File: src/rtl/ieeedrv_sd_arb.sv
`default_nettype none
// ============================================================================
// ieeedrv_sd_arb : round-robin arbiter of sub-drive block transfers onto the
//                  single SD block channel of hps_io.          Revision: 1.0
// ============================================================================
module ieeedrv_sd_arb #(
  parameter int          SUBDRV  = 2,
  parameter logic [5:0]  BLK_CNT = 6'd0,
  parameter logic [23:0] TIMEOUT = 24'hFFFFFF
) (
  input  logic              clk_sys,
  input  logic              reset,
  input  logic [SUBDRV-1:0] img_mounted_i,
  input  logic [SUBDRV-1:0] req_rd_i,
  input  logic [SUBDRV-1:0] req_wr_i,
  input  logic [31:0]       req_lba_i [SUBDRV],
  output logic [SUBDRV-1:0] busy_o,
  output logic [SUBDRV-1:0] done_o,
  output logic [SUBDRV-1:0] err_o,
  output logic [31:0]       sd_lba_o,
  output logic [5:0]        sd_blk_cnt_o,
  output logic              sd_rd_o,
  output logic              sd_wr_o,
  input  logic              sd_ack_i,
  input  logic [8:0]        sd_buff_addr_i,
  input  logic [7:0]        sd_buff_dout_i,
  input  logic              sd_buff_wr_i,
  output logic [7:0]        sd_buff_din_o,
  output logic [8:0]        buf_addr_o,
  output logic [7:0]        buf_dout_o,
  output logic [SUBDRV-1:0] buf_we_o,
  input  logic [7:0]        buf_din_i [SUBDRV]
);

  localparam int            PW      = (SUBDRV > 1) ? $clog2(SUBDRV) : 1;
  localparam logic [PW-1:0] NS      = PW'(SUBDRV - 1);
  localparam logic [23:0]   TO_LAST = TIMEOUT - 24'd1;

  localparam logic [1:0] ST_IDLE  = 2'd0;
  localparam logic [1:0] ST_ISSUE = 2'd1;
  localparam logic [1:0] ST_XFER  = 2'd2;
  localparam logic [1:0] ST_DONE  = 2'd3;

  logic [1:0]        state_q, state_d;
  logic [SUBDRV-1:0] pend_rd_q, pend_rd_d, pend_wr_q, pend_wr_d;
  logic [31:0]       lba_q [SUBDRV];
  logic [31:0]       lba_d [SUBDRV];
  logic [PW-1:0]     ptr_q, ptr_d, grant_q, grant_d;
  logic              op_wr_q, op_wr_d;
  logic [31:0]       sd_lba_q, sd_lba_d;
  logic              sd_rd_q, sd_rd_d, sd_wr_q, sd_wr_d;
  logic [23:0]       cnt_q, cnt_d;
  logic [SUBDRV-1:0] err_q, err_d;
  logic              supp_q, supp_d;
  logic [8:0]        buf_addr_q;
  logic [7:0]        buf_dout_q;
  logic [SUBDRV-1:0] buf_we_q;

  logic              w_found;
  logic [PW-1:0]     w_win, w_idx;
  logic [SUBDRV-1:0] w_gnt_oh;

  // First drive with any pending flag, scanning upward from the pointer.
  always_comb begin
    w_found = 1'b0;
    w_win   = '0;
    w_idx   = '0;
    for (int k = 0; k < SUBDRV; k++) begin
      w_idx = PW'((int'(ptr_q) + k) % SUBDRV);
      if (!w_found && (pend_rd_q[w_idx] | pend_wr_q[w_idx])) begin
        w_found = 1'b1;
        w_win   = w_idx;
      end
    end
  end

  always_comb begin
    w_gnt_oh = '0;
    for (int i = 0; i < SUBDRV; i++) begin
      w_gnt_oh[i] = (grant_q == PW'(i));
    end
  end

  always_comb begin
    state_d   = state_q;
    pend_rd_d = pend_rd_q;
    pend_wr_d = pend_wr_q;
    lba_d     = lba_q;
    ptr_d     = ptr_q;
    grant_d   = grant_q;
    op_wr_d   = op_wr_q;
    sd_lba_d  = sd_lba_q;
    sd_rd_d   = sd_rd_q;
    sd_wr_d   = sd_wr_q;
    cnt_d     = cnt_q;
    err_d     = '0;
    supp_d    = supp_q;

    case (state_q)
      ST_IDLE: begin
        if (w_found) begin
          grant_d  = w_win;
          op_wr_d  = pend_wr_q[w_win];
          sd_lba_d = lba_q[w_win];
          sd_wr_d  = pend_wr_q[w_win];
          sd_rd_d  = ~pend_wr_q[w_win];
          // A dirty buffer is saved before any reload of the same drive.
          if (pend_wr_q[w_win]) pend_wr_d[w_win] = 1'b0;
          else                  pend_rd_d[w_win] = 1'b0;
          ptr_d    = (w_win == NS) ? '0 : w_win + 1'b1;
          cnt_d    = '0;
          supp_d   = 1'b0;
          state_d  = ST_ISSUE;
        end
      end
      ST_ISSUE: begin
        if (sd_ack_i) begin
          sd_rd_d = 1'b0;
          sd_wr_d = 1'b0;
          state_d = ST_XFER;
        end else if (cnt_q == TO_LAST) begin
          sd_rd_d = 1'b0;
          sd_wr_d = 1'b0;
          err_d   = w_gnt_oh;
          state_d = ST_IDLE;
        end else begin
          cnt_d = cnt_q + 24'd1;
        end
      end
      ST_XFER: if (!sd_ack_i) state_d = ST_DONE;
      default: state_d = ST_IDLE;
    endcase

    // New requests land after the winner's flag is cleared so none is lost.
    for (int i = 0; i < SUBDRV; i++) begin
      if (img_mounted_i[i]) begin
        pend_rd_d[i] = 1'b0;
        pend_wr_d[i] = 1'b0;
        if (state_q != ST_IDLE && grant_q == PW'(i)) supp_d = 1'b1;
      end else begin
        if (req_rd_i[i]) pend_rd_d[i] = 1'b1;
        if (req_wr_i[i]) pend_wr_d[i] = 1'b1;
        if (req_rd_i[i] | req_wr_i[i]) lba_d[i] = req_lba_i[i];
      end
    end
  end

  always_ff @(posedge clk_sys) begin
    if (reset) begin
      state_q    <= ST_IDLE;
      pend_rd_q  <= '0;
      pend_wr_q  <= '0;
      lba_q      <= '{default: '0};
      ptr_q      <= '0;
      grant_q    <= '0;
      op_wr_q    <= 1'b0;
      sd_lba_q   <= '0;
      sd_rd_q    <= 1'b0;
      sd_wr_q    <= 1'b0;
      cnt_q      <= '0;
      err_q      <= '0;
      supp_q     <= 1'b0;
      buf_addr_q <= '0;
      buf_dout_q <= '0;
      buf_we_q   <= '0;
    end else begin
      state_q    <= state_d;
      pend_rd_q  <= pend_rd_d;
      pend_wr_q  <= pend_wr_d;
      lba_q      <= lba_d;
      ptr_q      <= ptr_d;
      grant_q    <= grant_d;
      op_wr_q    <= op_wr_d;
      sd_lba_q   <= sd_lba_d;
      sd_rd_q    <= sd_rd_d;
      sd_wr_q    <= sd_wr_d;
      cnt_q      <= cnt_d;
      err_q      <= err_d;
      supp_q     <= supp_d;
      buf_addr_q <= sd_buff_addr_i;
      buf_dout_q <= sd_buff_dout_i;
      buf_we_q   <= w_gnt_oh & {SUBDRV{sd_buff_wr_i & ~op_wr_q & (state_q == ST_XFER)}};
    end
  end

  // Handshake, busy and strobes are gated by reset so they fall in the reset cycle.
  assign sd_rd_o       = sd_rd_q & ~reset;
  assign sd_wr_o       = sd_wr_q & ~reset;
  assign busy_o        = reset ? '0 :
                         (pend_rd_q | pend_wr_q | ((state_q != ST_IDLE) ? w_gnt_oh : '0));
  assign done_o        = (state_q == ST_DONE && !supp_q && !reset) ? w_gnt_oh : '0;
  assign err_o         = err_q;
  assign sd_lba_o      = sd_lba_q;
  assign sd_blk_cnt_o  = BLK_CNT;
  assign sd_buff_din_o = reset ? 8'h00 : buf_din_i[grant_q];
  assign buf_addr_o    = buf_addr_q;
  assign buf_dout_o    = buf_dout_q;
  assign buf_we_o      = reset ? '0 : buf_we_q;

endmodule
`default_nettype wire

File: config.mk
export PLATFORM = sky130hd
export DESIGN_NAME = ieeedrv_sd_arb
export DESIGN_NICKNAME = d
export VERILOG_FILES = /design/src/rtl/ieeedrv_sd_arb.sv
export SDC_FILE = /design/constraint.sdc
export NUM_CORES = 1
export LEC_CHECK = 0
export BUFFER_PORTS_ARGS = -buffer_cell sky130_fd_sc_hd__buf_2
export CELL_PAD_IN_SITES_DETAIL_PLACEMENT = 1
export CELL_PAD_IN_SITES_GLOBAL_PLACEMENT = 2
export CORE_MARGIN = 4
export CORE_UTILIZATION = 30
export DETAILED_ROUTE_END_ITERATION = 6
export PLACE_DENSITY_LB_ADDON = 0.1
export SYNTH_ARGS = -nofsm -noshare
export SYNTH_HDL_FRONTEND = slang
export SYNTH_SLANG_ARGS = --single-unit
export TNS_END_PERCENT = 1
File: constraint.sdc
create_clock -name clk_sys -period 2.35 [get_ports clk_sys]
set_input_delay 0.47 -clock clk_sys [delete_from_list [all_inputs] [get_ports clk_sys]]
set_output_delay 0.47 -clock clk_sys [all_outputs]
set_load 0.1 [all_outputs]
Word level (Yosys, flattened, before mapping):

Cells that the tools add are included.

* output and inout port bits: 73
* register bits after elaboration: 153
* input bits: 107

* bitwise operators: 24
* reduce and logical (&&, ||, !) cells: 35
* mux-type cells: 59
* add/subtract/negate cells: 3
* equality and inequality tests: 11
* magnitude comparators: 6

Operators with widths (number)
* $mux 32: 3
* $mux 24: 3
* $pmux 24 s2: 1
* $mux 8: 4
* $mux 1: 30
* $mux 2: 14
* $add 24x1->24 const B: 1
* $eq 24x24->1 const B: 1
* $reduce_bool 2->1: 12
* $reduce_and 3->1: 6
* $ne 2x2->1 const B: 6
* $not 1->1: 8
* $and 2x2->2: 3
* $logic_and 1x1->1: 6
* $lt 1x2->1 const B: 3
* $pmux 2 s3: 1
* $reduce_and 2->1: 3
* $and 1x1->1: 4
* $eq 2x2->1 const B: 2
* $ge 2x2->1 const B: 2
* $not 1->2: 2
* $or 1x1->1: 4
* $or 2x2->2: 2
* $pmux 1 s2: 2
* 11 further kinds: 15

Logic depth before layout (Yosys ltp):

* depth in word-level cells: 17
* gate-level depth with buffers: 9
* mapped depth without buffers: 7

Worst setup path before layout:

Ideal clock, no wire load.

* path type: input to output
* start: input port reset
* end: output port done_o[1]
* path slack: -1902 ps
* stages: 3
* data arrival time: 3782 ps
* path buffers: 2
* required time: 1880 ps
* cell sequence: clkbuf_1 clkbuf_1 nor4_1

* longest elaborated chain between the ends: 3

Ends and longest elaborated chain
* start, declared: RTL line 12 `input logic reset,`
* $logic_not 1->1: RTL line 191 `assign done_o = (state_q == ST_DONE && !supp_q && !reset) ? w_gnt_oh : '0;`
* $logic_and 1x1->1: RTL line 191
* $mux 2: RTL line 191
* end, declared: RTL line 18 `output logic [SUBDRV-1:0] done_o,`

Every way passes these cells.

Worst setup path after layout:

* start: register state_q[1]
* end: output port busy_o[0]

* longest elaborated chain between the ends: 4

Ends and longest elaborated chain
* start, declared: RTL line 44 `logic [1:0] state_q, state_d;`
* start signal, assigned: RTL line 167 `state_q <= state_d;`
* $reduce_bool 2->1: RTL line 190 `(pend_rd_q | pend_wr_q | ((state_q != ST_IDLE) ? w_gnt_oh : '0));`
* $mux 2: RTL line 190
* $or 2x2->2: RTL line 190
* $mux 2: RTL line 189 `assign busy_o = reset ? '0 :`
* end, declared: RTL line 17 `output logic [SUBDRV-1:0] busy_o,`

Every way passes these cells.

==> impl_metrics.yaml <==
floorplanning:
  die_area_um2: 23080
  ios: 180
  core-area_um2: 20300
  placementRows: 52
  chipWidth_um: 151.9
  start_util_pct: 30.62
  dieHeight_um: 151.9
synth:
  synth.area.top_cells: "dfxtp_1, nand2_1, mux2i_1"
  yosysWarnings: 0
  synth-edff-count: 0
  netlist_instances: 726
  synth_cell_type_count: 49
  netlist_area_um2: 6215
  async_reset_ff_share_pct: 0
  synth_top_area_cell: "dfxtp_1"
  synth_top_cell_area_share_pct: 49.29
  syn_avg_cell_area_um2: 8.560
  synth_ff_type: "dfxtp_1"
  synth_common_cells: "dfxtp_1, nand2_1, a21oi_1"
  ys_seq_area_share_pct: 49.29
  ys_ff_latch: 153
placed_design:
  place_ws_ps: 244.4
  hpwl_um: 13330
  numPortBuffers: 173
  gp_congestion: 0.7928
grt:
  grt-ovfl-total: 0
  grt_pass1_wl_um: 29960
  track_usage_pct: 15.79
  antenna_found_initial: 3
  grt_pass1_vias: 5764
  grt_max_degree: 66
critical_path:
  slowest_delay_ps: 520
  arrival_ps: 1730
  crit_path_cell_trace: "or2_2, nand2_1, a21oi_2, buf_4"
  cp.required_ps: 1880
  crit_fanout: 11
  crit_path_end_kind: "primary output"
  path_class: "reg2out"
  cp-start-kind: "flop"
  cp_slowest_cell: "dfxtp_1"
sta:
  post-route-period-util_pct: 93.64
  final_hold_viol_count: 0
  setup_violations: 0
  slew_headroom_pct: 46.08
  rsz0062_at_grt: "no"
  max_freq_mhz: 454.4
  final.setup.worst_slack_ps: 149.4
  worst_pin_slew_ps: 806.9
  skew_ps: 7.356
  period_needed_ps: 2201
  slew_violations: 0
finish:
  layout-drive-gt1-share_pct: 28.54
  postLayoutCoreUtil_pct: 39.63
  fin_nets: 993
  area_growth_pct: 29.43
clocking:
  clkTransAtPathRegs_ps: 70
  cts_hold_buf: 0
  insertion_delay_ps: 420
  clockRootBuffer: "clkbuf_16"
  clock-sinks: 153
  cts_tree: "built"
  cts_buffers: 17
  cts_buffer_depth: 2
  cts-htree-levels: 4
drt:
  ant_nets: 0
  drt_iter0_markers: 147
  post_drt_via_cell_ratio: 4.770
  wire_per_inst_um: 15.84
  drc: 0
  wl_um: 18500
  first_pass_iters: 4
  vias: 5571
power:
  total_power_uw: 7205
  leakage_uw: 0.003379
  ir_worst_vdd_v: 0.0004772
  powerDensity_nw_per_um2: 895.6
run_status:
  status: "complete, no violations"
hold_path:
  min-delay-path-class: "in2reg"
job:
  drv_cap: 0
## worst paths after layout
path,start,endpoint,slack [ps],cells past startpoint
setup / recovery,state_q[1]$_SDFFE_PP0P_,busy_o[0],150,4
hold / removal,sd_buff_dout_i[6],buf_dout_o[6]$_SDFF_PP0_,260,2
setup reg to reg,cnt_q[1]$_SDFFE_PP0P_,cnt_q[10]$_SDFFE_PP0P_,260,6
hold reg to reg,lba_q[5]$_SDFFE_PP0P_,lba_q[5]$_SDFFE_PP0P_,450,2
## critical path: cells and delay by family (launching register included)
kind,cells,cell delay [ps]
AOI/OAI and AO/OA,1,160
buffers and inverters,1,310
DFF,1,520
and+or+nand+nor,2,320
## kinds of logic after synthesis
family	synth area share, %
AOI/OAI and AO/OA	15.16
and+or+nand+nor	22.01
other	0.06034
DFF	49.29
xor gates and xnor gates	1.127
muxes	7.288
buffers and inverters	4.671
adders and majority gates	0.4026
## placed cells by master, fill, tap and decap left out, types with 3 or more instances in the layout
master	instances
a211oi_1	40
a21oi_1	82
and3_1	3
buf_12	5
buf_2	168
buf_4	17
clkbuf_16	17
clkinv_4	3
conb_1	6
dfxtp_1	152
inv_1	7
inv_6	6
inv_8	3
mux2i_1	43
nand2_1	153
nand3_1	11
nand4_1	8
nor2_1	59
nor2_2	8
nor2b_1	21
nor3_1	4
nor4_1	4
o211ai_1	3
o21ai_0	5
o21ai_1	5
o31ai_1	3
or2_2	3
or3_1	4
or4_1	7
xnor2_1	8
## flip-flops by register name (all words and copies together) (netlist names), 2 cells and up
name / cells
buf_addr_o: 9
sd_lba_o: 32
pend_rd_q: 2
buf_we_q: 2
lba_q: 64
pend_wr_q: 2
err_o: 2
buf_dout_o: 8
cnt_q: 24
state_q: 2
## cell type report
type / count / area (um^2)
diodes: 1 / 2.502
clock buffers: 18 / 439.2
clock inverters: 14 / 127.6
fillers: 2488 / 12260
inverters: 7 / 26.28
multi-input cells: 515 / 2978
flip-flops and latches: 153 / 3064
well taps: 270 / 337.8
repair buffers: 190 / 1069
## stage by stage
stage,std cells,setup TNS (ps),hold WS (ps),instance area (um^2)
floorplan,731,-2397,435.7,6291
global placement,1135,0,442.3,7471
detailed placement,1135,0,449.3,7471
CTS,1167,0,236.5,8041
global route,1167,0,255.1,8041
finish,1168,0,257.2,8044
## power breakdown
group | switching, uW | internal, uW
Sequential | 108 | 2770
Clock | 1210 | 1430
Combinational | 1310 | 377
Total | 2630 | 4570
## timing repair
| item | CTS | global route |
|---|---|---|
| buffers inserted | 0 | 0 |
| endpoints found under the setup margin | 10 | 0 |
| gates resized for setup | 2 | 0 |
## layer usage
| metal | global-route usage [%] | vias to the layer above | part of all wire [%] |
|---|---|---|---|
| met2 | 25.21 | 145 | 45 |
| li1 | - | 2800 | - |
| met3 | 4.693 | 19 | 5.4 |
| met1 | 20.75 | 2601 | 48 |
| met4 | 4.623 | 6 | 1.2 |
| met5 | 0 | - | 0.22 |
Note: power is estimated with default switching activity, not from simulation.
